$ cat src/rtl/tennis_court.sv
// One-dimensional tennis: a ball walks across COURT_LEN cells, players return it
// with swing edges, and the rally speeds up on every hit until someone reaches WIN_SCORE.
module tennis_court #(
  parameter int COURT_LEN    = 8,
  parameter int TICK_BITS    = 25,
  parameter int SPEEDUP_STEP = 50000,
  parameter int MIN_PERIOD   = 1 << 20,
  parameter int WIN_SCORE    = 7
) (
  input  logic                         CLK100MHZ,
  input  logic                         reset,
  input  logic                         swingLeft,
  input  logic                         swingRight,
  input  logic                         toss,
  output logic [$clog2(COURT_LEN)-1:0] ballPos,
  output logic                         ballVisible,
  output logic                         ballDir,
  output logic [3:0]                   scoreLeft,
  output logic [3:0]                   scoreRight,
  output logic                         server,
  output logic                         pointPulse,
  output logic                         gameOver
);

  localparam int POS_BITS = $clog2(COURT_LEN);
  localparam logic [POS_BITS-1:0]  LEFT_END    = '0;
  localparam logic [POS_BITS-1:0]  RIGHT_END   = POS_BITS'(COURT_LEN - 1);
  localparam logic [POS_BITS-1:0]  ONE_CELL    = POS_BITS'(1);
  localparam logic [TICK_BITS-1:0] FULL_PERIOD = '1;
  localparam logic [TICK_BITS-1:0] ONE_TICK    = TICK_BITS'(1);
  localparam logic [TICK_BITS:0]   STEP_W      = (TICK_BITS + 1)'(SPEEDUP_STEP);
  localparam logic [TICK_BITS:0]   FLOOR_W     = (TICK_BITS + 1)'(MIN_PERIOD);
  localparam logic [3:0]           WIN         = 4'(WIN_SCORE);

  typedef enum logic [1:0] {
    WAIT_SERVE,
    RALLY,
    GAME_OVER
  } stateType;

  stateType             state;
  logic [TICK_BITS-1:0] period;
  logic [TICK_BITS-1:0] tickCnt;
  logic [TICK_BITS-1:0] periodSped;
  logic [TICK_BITS:0]   periodWide;

  logic [2:0] rawIn;
  logic [2:0] edgeHit;
  logic       swingLeftEdge;
  logic       swingRightEdge;
  logic       tossEdge;

  assign rawIn = {toss, swingRight, swingLeft};

  // Each input gets a sample register plus a history register; an edge is "new high".
  genvar gi;
  generate
    for (gi = 0; gi < 3; gi++) begin : gEdge
      logic syncReg;
      logic prevReg;
      always_ff @(posedge CLK100MHZ) begin
        if (reset) begin
          syncReg <= 1'b0;
          prevReg <= 1'b0;
        end else begin
          syncReg <= rawIn[gi];
          prevReg <= syncReg;
        end
      end
      assign edgeHit[gi] = syncReg & ~prevReg;
    end
  endgenerate

  assign swingLeftEdge  = edgeHit[0];
  assign swingRightEdge = edgeHit[1];
  assign tossEdge       = edgeHit[2];

  logic       inRally;
  logic       moveTick;
  logic       receiverSwing;
  logic       atReceiverEnd;
  logic       hit;
  logic       award;
  logic [3:0] newLeft;
  logic [3:0] newRight;

  assign inRally       = (state == RALLY);
  assign moveTick      = inRally && (tickCnt <= ONE_TICK);
  assign receiverSwing = ballDir ? swingRightEdge : swingLeftEdge;
  assign atReceiverEnd = ballDir ? (ballPos == RIGHT_END) : (ballPos == LEFT_END);
  assign hit           = inRally && receiverSwing && atReceiverEnd;
  // A swing away from the end cell is a fault; a tick at the end cell is a miss.
  assign award         = inRally && ((receiverSwing && !atReceiverEnd) ||
                                     (moveTick && atReceiverEnd && !receiverSwing));
  assign newLeft       = scoreLeft + 4'd1;
  assign newRight      = scoreRight + 4'd1;

  // Speed-up saturates at the floor instead of wrapping below zero.
  always_comb begin
    periodWide = {1'b0, period};
    if (periodWide >= FLOOR_W + STEP_W) begin
      periodSped = TICK_BITS'(periodWide - STEP_W);
    end else begin
      periodSped = TICK_BITS'(FLOOR_W);
    end
  end

  always_ff @(posedge CLK100MHZ) begin
    if (reset) begin
      state       <= WAIT_SERVE;
      ballPos     <= LEFT_END;
      ballDir     <= 1'b1;
      server      <= 1'b0;
      scoreLeft   <= 4'd0;
      scoreRight  <= 4'd0;
      pointPulse  <= 1'b0;
      gameOver    <= 1'b0;
      ballVisible <= 1'b1;
      period      <= FULL_PERIOD;
      tickCnt     <= FULL_PERIOD;
    end else begin
      pointPulse <= 1'b0;
      unique case (state)
        WAIT_SERVE: begin
          if (tossEdge) begin
            state   <= RALLY;
            ballDir <= ~server;
            period  <= FULL_PERIOD;
            tickCnt <= FULL_PERIOD;
          end
        end
        RALLY: begin
          if (moveTick) begin
            tickCnt <= hit ? periodSped : period;
          end else begin
            tickCnt <= tickCnt - ONE_TICK;
          end
          if (hit) begin
            ballDir <= ~ballDir;
            period  <= periodSped;
            if (moveTick) begin
              ballPos <= ballDir ? (ballPos - ONE_CELL) : (ballPos + ONE_CELL);
            end
          end else if (award) begin
            pointPulse <= 1'b1;
            server     <= ~server;
            ballPos    <= server ? LEFT_END : RIGHT_END;
            state      <= WAIT_SERVE;
            // The receiver lost the point, so the winner sits opposite ballDir.
            if (ballDir) begin
              scoreLeft <= newLeft;
              if (newLeft == WIN) begin
                state       <= GAME_OVER;
                gameOver    <= 1'b1;
                ballVisible <= 1'b0;
              end
            end else begin
              scoreRight <= newRight;
              if (newRight == WIN) begin
                state       <= GAME_OVER;
                gameOver    <= 1'b1;
                ballVisible <= 1'b0;
              end
            end
          end else if (moveTick) begin
            ballPos <= ballDir ? (ballPos + ONE_CELL) : (ballPos - ONE_CELL);
          end
        end
        GAME_OVER: begin
          if (tossEdge) begin
            state       <= WAIT_SERVE;
            scoreLeft   <= 4'd0;
            scoreRight  <= 4'd0;
            server      <= 1'b0;
            ballPos     <= LEFT_END;
            gameOver    <= 1'b0;
            ballVisible <= 1'b1;
          end
        end
        default: state <= WAIT_SERVE;
      endcase
    end
  end

endmodule

$ cat config.mk
export PLATFORM = sky130hd
export DESIGN_NAME = tennis_court
export DESIGN_NICKNAME = d
export VERILOG_FILES = /design/src/rtl/tennis_court.sv
export SDC_FILE = /design/constraint.sdc
export NUM_CORES = 1
export LEC_CHECK = 0
export CORE_MARGIN = 5
export CORE_UTILIZATION = 50
export DETAILED_ROUTE_END_ITERATION = 12
export PLACE_DENSITY = 0.77
export SLEW_MARGIN = 20
export SYNTH_ARGS = -nofsm -noshare
export SYNTH_HDL_FRONTEND = slang
export SYNTH_SLANG_ARGS = --single-unit
$ cat constraint.sdc
create_clock -name CLK100MHZ -period 2.7 [get_ports CLK100MHZ]
set_input_delay 0.54 -clock CLK100MHZ [delete_from_list [all_inputs] [get_ports CLK100MHZ]]
set_output_delay 0.54 -clock CLK100MHZ [all_outputs]
set_load 0.05 [all_outputs]
# == After elaboration in Yosys (flattened, before gate mapping) ==
# Index checks and enable logic that the tools add are counted.
# op_classes
magnitude_cmp,2
bitwise,9
add_sub_neg,6
n_mux,55
shifts,0
n_reduce_logical,23
multipliers,0
n_eq_ne,16
div_mod_pow,0
# ops
op,count
$mux W25,4
$pmux W25 S2,2
$mux W4,7
$ge A25 B21 Y1 const B,1
$le A25 B1 Y1 const B,1
$sub A25 B1 Y25 const B,1
$sub A25 B16 Y25 const B,1
$mux W3,8
$mux W1,19
$pmux W4 S2,2
$mux W2,7
$reduce_and A4 Y1,3
$ne A2 B2 Y1 const B,5
$reduce_and A5 Y1,2
$add A4 B1 Y4 const B,2
$eq A4 B3 Y1 const B,2
$pmux W1 S2,4
$logic_and A1 B1 Y1,7
$ne A3 B2 Y1 const B,2
$not A1 Y1,6
$pmux W2 S3,1
$pmux W3 S2,1
$reduce_and A6 Y1,1
$ne A2 B1 Y1 const B,2
16 further kinds,20
# word_totals
out_inout_bits,16
elab_cells,128
inputBits,5
memories,0
register_bits,74
ramBits,0
latch_bits,0
mem_bits_ro,0

# == Logic depth before layout (Yosys ltp) ==
# Gate-level depths: netlist of the first run.
# depth
depth_word,10
depth_mapped,10
ltp_nobuf,8

# == Least setup slack after synthesis of the first run ==
# OpenSTA, ideal clock, no wires.
# synth_path
path_kind,reg2reg
startpoint,register ballPos[1]
endpoint,register period[14]
t_arrival_ns,2.733
path_buffers,1
path_stages_with_launch,10
setup_time_ns,0.120
synth_period_minus_slack_ns,2.853
required_time_ns,2.580
path_slack_ns,-0.153
path_cell_list,dfxtp_1 ha_1 ha_1 nand2_1 nor3_1 nor2_1 or3_1 buf_4 a31o_1 a211o_1
# synth_between
elab_chain_cells,5
word_cells_on_any_way,6
classes_between,eq/ne (1); mux (3); reduce/logical (2)
# synth_lines
item,line,text
"start, declared",15,"output logic [$clog2(COURT_LEN)-1:0] ballPos,"
"start signal, assigned",142,ballPos <= ballDir ? (ballPos - ONE_CELL) : (ballPos + ONE_CELL);
"start signal, assigned",147,ballPos <= server ? LEFT_END : RIGHT_END;
"start signal, assigned",166,ballPos <= ballDir ? (ballPos + ONE_CELL) : (ballPos - ONE_CELL);
$eq A3 B3 Y1 or $logic_not A3 Y1 (tied branches),90,assign atReceiverEnd = ballDir ? (ballPos == RIGHT_END) : (ballPos == LEFT_END);
$mux W1 *,90,
$logic_and A1 B1 Y1 *,91,assign hit = inRally && receiverSwing && atReceiverEnd;
$mux W25 *,-,
$pmux W25 S2 *,-,
"end signal, assigned",140,period <= periodSped;
"end, declared",42,logic [TICK_BITS-1:0] period;
# Every way passes the cells marked *; elsewhere a longest branch is shown, timed or not.
# A chain may end at the register's enable or synchronous reset.

# == Worst setup path after layout of the first run ==
# layout_path
startpoint,register ballPos[0]
endpoint,register tickCnt[23]
# layout_between
elab_chain_cells,6
word_cells_on_any_way,7
classes_between,eq/ne (1); mux (4); reduce/logical (2)
# layout_lines
item,line,text
$eq A3 B3 Y1 or $logic_not A3 Y1 (tied branches),90,
$mux W1 *,90,
$logic_and A1 B1 Y1 *,91,
$mux W25 *,-,
$mux W25 *,133,if (moveTick) begin
$pmux W25 S2 *,123,unique case (state)
"end signal, assigned",134,tickCnt <= hit ? periodSped : period;
"end signal, assigned",136,tickCnt <= tickCnt - ONE_TICK;
"end, declared",43,logic [TICK_BITS-1:0] tickCnt;
# Marks and branches as above.

==> impl_metrics.yaml, run 1 <==
placed_design:
  dpl.hpwl_um: 10000
  dp.cells: 708
  gp_congestion: 0.932
  numPortBuffers: 20
  place_area_mm2: 0.00504
floorplanning:
  die_area_mm2: 0.0112
  die_h_um: 106
  fp-row-count: 35
  core_area_mm2: 0.00911
  initial_core_util_pct: 50.3
  die_x_um: 106
  io_pins: 21
power_and_ir_drop:
  power_density_mw_per_mm2: 440
  peakVddDrop_mv: 0.263
  cellLeakagePower_nw: 1.83
worst_hold_path:
  hold_class: "flip-flop to flip-flop"
  hp-start: "gEdge[0].syncReg$_SDFF_PP0_"
  hold_path_depth: 1
  hold_end: "gEdge[0].prevReg$_SDFF_PP0_"
synthesis:
  async_flop_share_pct: 0
  synth_nets: 592
  netlist_instances: 575
  syn_area_mm2: 0.00459
  synth-seq-area-share_pct: 32.3
  synth_cell_types: 72
  synth_top_area_share_pct: 32.3
  synth.yosys.warnings: 0
  postSynthAreaPerCell_um2: 7.98
  synthTopCellsByArea: "dfxtp_1 (32%), a21oi_1 (5.5%), o21ai_0 (3.8%), nor2_1 (3.6%), nor3_1 (3.4%)"
  ys_ff_latch: 74
  yosys.area.top_type: "dfxtp_1"
  synth_top_flop_cell: "dfxtp_1"
  synth_edf_count: 0
timing:
  slew_viol_final: 0
  maxSlewHeadroom_pct: 33.1
  final_hold_viol_count: 0
  tightest_slew_ns: 1.00
  timing.final.crit_share_pct: 94.5
  period_needed_ns: 2.55
  final.setup.tns_ns: 0
  fmax_mhz: 392
  rsz0062_at_grt: "no"
  worst_clock_skew_ns: 0.0111
  setup_viol: 0
clock_tree:
  postCtsHoldBufs: 0
  cts.htree.levels: 3
  cts_sinks: 74
  clock-root-buffer: "clkbuf_8"
  clock_latency_ns: 0.36
  clkTransAtPathRegs_ns: 0.09
  numCtsBuffers: 9
  tritoncts: "built"
  max-clock-path-buffers: 2
worst_setup_path:
  reg2reg_depth: 8
  cp.required_ns: 2.92
  r2r-start: "ballPos[0]$_SDFFE_PP0P_"
  rrSetupSlack_ns: 0.15
  slowest_delay_ns: 0.42
  r2r-end: "tickCnt[23]$_SDFFE_PP1P_"
  crit_fanout: 7
  start_kind: "flip-flop"
  crit_path_cell_trace: "inv_1 -> ha_1 -> or3b_4 -> or3_4 -> a22o_2 -> o41a_1 -> o2111ai_1 -> nand4_1"
  endpoint_kind: "flip-flop"
  cp.arrival_ns: 2.77
  worstSetupPathType: "flip-flop to flip-flop"
  slowest_stage: "or3_4"
global_route:
  grt_antenna_before_repair: 0
  track_usage_pct: 24.9
  grt_pass1_wl_um: 22500
  grt_start_max_net_pins: 26
  grt_pass1_vias: 4313
  overflow: 0
run:
  maxCapViolations: 0
layout:
  layout_common_cells: "dfxtp_1 (71), a21oi_1 (50), nor2_1 (44)"
  final_core_util_pct: 57.9
  num_antenna_cells: 0
  fin_cells: 725
  drive_above_1_share_pct: 13.8
  stdcell_area_mm2: 0.00527
  final_common_cell: "dfxtp_1"
  fillers: 845
  final_nets: 626
  syn_to_final_growth_pct: 14.9
routing:
  routed_via_density: 6.54
  drt_iter0_drc: 381
  firstDrtPassIters: 5
  drc: 0
  via_count: 4740
  wirelength_um: 13700
  detail_route.wl_per_cell_um: 18.9
  ant_nets: 0
status:
  status: "complete, no violations"
[metal layers]
layer / up-vias / global-route usage [%] / share of wire, % / wire length (um)
li1: 2230 / - / - / -
met1: 2259 / 35.4 / 45 / 6230
met2: 226 / 39.0 / 45 / 6190
met3: 25 / 3.49 / 8.0 / 1100
met4: 0 / 7.68 / 1.4 / 193
met5: - / 0 / 0 / 0
[synthesized netlist by cell type (8+ instances only)]
cell      count
dfxtp_1      74
a21oi_1      50
nor2_1       44
nand2_1      36
o21ai_0      35
nor3_1       31
clkbuf_1     23
inv_1        18
nand3_1      16
nor4_1       14
ha_1         12
a211o_1      11
or3_1        11
nand4_1      10
nor2b_1      10
a31oi_1       9
xnor2_1       9
xor2_1        9
a21o_1        8
o211ai_1      8
o22ai_1       8
[worst max-delay path: cells and delay by family, from the launching register on]
kind	cells	cell delay, ns
compound gates	3	0.88
flops	1	0.34
buf+inv	1	0.11
fa+ha+maj	1	0.17
simple gates	3	0.92
[kinds of logic after synthesis]
kind of cell | share of synthesized area [%]
flip-flops | 32.3
XOR/XNOR | 3.44
adder cells (fa/ha/maj) | 3.27
AO/OA/AOI/OAI | 29.0
buffers and inverters | 5.05
multiplexers | 0.682
AND/OR/NAND/NOR | 26.2
[metrics by stage]
step                hold slack [ns]  total power, mW  setup WS [ns]
floorplan                     0.441             1.40         0.0362
global placement              0.459             1.48          0.141
detailed placement            0.464             1.49         0.0688
CTS                           0.484             2.32         0.0438
global route                  0.505             2.41         0.0111
finish                        0.481             2.32          0.148
[flip-flops by register name, summed over array words and instances (netlist names)]
register and cells:
ballDir 1, ballPos 3, ballVisible 1, gEdge.prevReg 3
gEdge.syncReg 3, gameOver 1, period 25, pointPulse 1
scoreLeft 4, scoreRight 4, server 1, state 2
tickCnt 25
[final cells by class]
cell class	count	area, um2	share of cell area, %
inverters	19	71.3	1.35
flip-flops and latches	74	1490	28.2
clock buffers	9	124	2.35
repair buffers	56	495	9.40
clock inverters	7	57.6	1.09
well taps	111	139	2.64
multi-input cells	449	2900	55.0
[power breakdown]
group	leakage, nW	internal [mW]	switching [mW]
Combinational	1.14	0.111	0.184
Sequential	0.606	1.13	0.0549
Clock	0.0886	0.348	0.490
[worst max path at each step]
stage,end,startpoint,depth (start not counted)
floorplan,period[14]$_SDFFE_PP1P_,ballPos[1]$_SDFFE_PP0P_,9
global placement,tickCnt[23]$_SDFFE_PP1P_,ballPos[0]$_SDFFE_PP0P_,8
detailed placement,tickCnt[19]$_SDFFE_PP1P_,ballPos[0]$_SDFFE_PP0P_,8
CTS,tickCnt[19]$_SDFFE_PP1P_,ballPos[0]$_SDFFE_PP0P_,8
global route,scoreLeft[3]$_SDFFE_PP0P_,tickCnt[20]$_SDFFE_PP1P_,6
finish,tickCnt[23]$_SDFFE_PP1P_,ballPos[0]$_SDFFE_PP0P_,8
[what timing repair did]
item / in CTS / in global routing
resized for setup: 0 / 5
setup endpoints to repair: 0 / 8
buffers inserted: 0 / 1
Note: power is estimated with default switching activity, not from simulation.
==> run 2, diff against run 1 <==
GPL_TIMING_DRIVEN = 1   (was default)
==> results of run 2 <==
Same layout as run 1: the final DEF is identical, and so are final timing and power.
==> run 3, diff against run 2 <==
--- a/constraint.sdc
+++ b/constraint.sdc
@@ -3,2 +3,2 @@
 set_output_delay 0.54 -clock CLK100MHZ [all_outputs]
-set_load 0.05 [all_outputs]
+set_load 0.01 [all_outputs]
==> impl_metrics.yaml, run 3 (synthesis gave the netlist of run 1 again) <==
timing:
  final_hold_viol_count: 0
  slew_viol_final: 0
  fmax_mhz: 384
  rsz0062_at_grt: "no"
  timing.final.crit_share_pct: 96.4
  final.setup.tns_ns: 0
  hold_slack_ns: 0.480
  maxSlewHeadroom_pct: 26.4
  tightest_slew_ns: 1.10
  period_needed_ns: 2.60
  setup_viol: 0
  worst_clock_skew_ns: 0.0119
  finalWorstSetupSlack_ns: 0.0976
floorplanning:
  io_pins: 21
  fp-row-count: 35
  initial_core_util_pct: 50.3
  die_h_um: 106
  die_x_um: 106
  die_area_mm2: 0.0112
  core_area_mm2: 0.00911
clock_tree:
  numCtsBuffers: 9
  clock-root-buffer: "clkbuf_8"
  post_cts_buffers: 0
  clkTransAtPathRegs_ns: 0.09
  postCtsHoldBufs: 0
  cts.htree.levels: 3
  cts_sinks: 74
  clock_latency_ns: 0.36
  max-clock-path-buffers: 2
  tritoncts: "built"
worst_setup_path:
  endpoint_kind: "flip-flop"
  cp.required_ns: 2.90
  r2r-end: "tickCnt[23]$_SDFFE_PP1P_"
  rrSetupSlack_ns: 0.1
  r2r-start: "ballPos[0]$_SDFFE_PP0P_"
  cp.arrival_ns: 2.81
  start_kind: "flip-flop"
  worstSetupPathType: "flip-flop to flip-flop"
  crit_fanout: 7
  reg2reg_depth: 8
layout:
  layout_common_cells: "dfxtp_1 (74), a21oi_1 (49), nor2_1 (44)"
  syn_to_final_growth_pct: 15.5
  final_nets: 626
  fillers: 828
  final_core_util_pct: 58.1
  top_regs: "period (25), tickCnt (25)"
  final_common_cell: "dfxtp_1"
  num_antenna_cells: 0
  drive_above_1_share_pct: 14.0
status:
  status: "complete, no violations"
power_and_ir_drop:
  cellLeakagePower_nw: 1.85
  power_switching_mw: 0.682
  combPwrFrac_pct: 12.2
  p_int_mw: 1.69
  seq_power_share_pct: 50.0
  peakVddDrop_mv: 0.252
  swShare_pct: 28.7
  p_clk_share_pct: 37.9
  totalPowerFinal_mw: 2.37
  power_density_mw_per_mm2: 448
global_route:
  grt_pass1_vias: 4382
  grt_pass1_wl_um: 22600
  track_usage_pct: 25.0
  grt_antenna_before_repair: 0
  overflow: 0
  grt_start_max_net_pins: 31
worst_hold_path:
  hold_class: "flip-flop to flip-flop"
  hold_end: "gEdge[0].prevReg$_SDFF_PP0_"
  hold_path_depth: 1
  hp-start: "gEdge[0].syncReg$_SDFF_PP0_"
routing:
  wirelength_um: 13700
  firstDrtPassIters: 5
  detail_route.wl_per_cell_um: 18.9
  via_count: 4719
  drc: 0
  drt_iter0_drc: 527
  routed_via_density: 6.51
  ant_nets: 0
placed_design:
  dpl.hpwl_um: 9980
  numPortBuffers: 20
  gp_congestion: 0.973
  preCtsSetupSlack_ns: 0.0161
run:
  maxCapViolations: 0
run 3: layout make-up:
class                      count  area [um2]  share of cell area [%]
timing repair buffer          56         470                    8.88
multi-input combinational    449        2940                    55.5
inverter                      19        71.3                    1.35
sequential                    74        1480                    28.0
tap                          111         139                    2.62
clock inverter                 5        53.8                    1.02
clock buffer                  11         141                    2.67
run 3: how the worst max path moves through the flow:
| stage | startpoint | to | slack [ns] | cells past startpoint |
|---|---|---|---|---|
| 3_3_place_gp | ballPos[0]$_SDFFE_PP0P_ | tickCnt[23]$_SDFFE_PP1P_ | 0.10 | 8 |
| 3_5_place_dp | ballPos[0]$_SDFFE_PP0P_ | tickCnt[19]$_SDFFE_PP1P_ | 0.02 | 8 |
| 5_1_grt | period[16]$_SDFFE_PP1P_ | tickCnt[9]$_SDFFE_PP1P_ | 0.02 | 7 |
| 2_1_floorplan | ballPos[0]$_SDFFE_PP0P_ | period[14]$_SDFFE_PP1P_ | 0.20 | 9 |
| 6_report | ballPos[0]$_SDFFE_PP0P_ | tickCnt[23]$_SDFFE_PP1P_ | 0.1 | 8 |
| 4_1_cts | ballPos[0]$_SDFFE_PP0P_ | tickCnt[23]$_SDFFE_PP1P_ | 0.01 | 8 |
run 3: what timing repair did:
action / in CTS / in global routing
setup endpoints to repair: 3 / 29
cloned: 0 / 0
gates resized for setup: 2 / 10
run 3: metrics by stage:
step	area, um2	instances
2_1_floorplan	4590	575
3_3_place_gp	5030	709
3_5_place_dp	5030	709
4_1_cts	5240	725
5_1_grt	5300	725
6_report	5300	725
run 3: critical path: stages (launching register included):
cell       delay, ns
dfxtp_1         0.35
inv_1           0.13
ha_1            0.18
or3b_4          0.40
or3_4           0.43
a22o_4          0.31
o41a_1          0.36
o2111ai_2       0.19
nand4_1         0.10
run 3: power groups by stage:
| stage | Combinational (mW) | Clock, mW | Sequential, mW |
|---|---|---|---|
| global placement | 0.272 | 0 | 1.21 |
| floorplan | 0.203 | 0 | 1.19 |
| global route | 0.313 | 0.950 | 1.19 |
| CTS | 0.279 | 0.893 | 1.18 |
| finish | 0.289 | 0.899 | 1.19 |
| detailed placement | 0.277 | 0 | 1.21 |
run 3: layer usage:
metal  part of all wire (%)  routed length (um)  vias up  global-route usage [%]
met5                      0                   0        -                       0
met4                    2.1                 284        0                    8.14
met3                    9.1                1240       32                    3.67
met2                     43                5930      230                    37.8
met1                     46                6250     2209                    36.4
li1                       -                   -     2248                       -
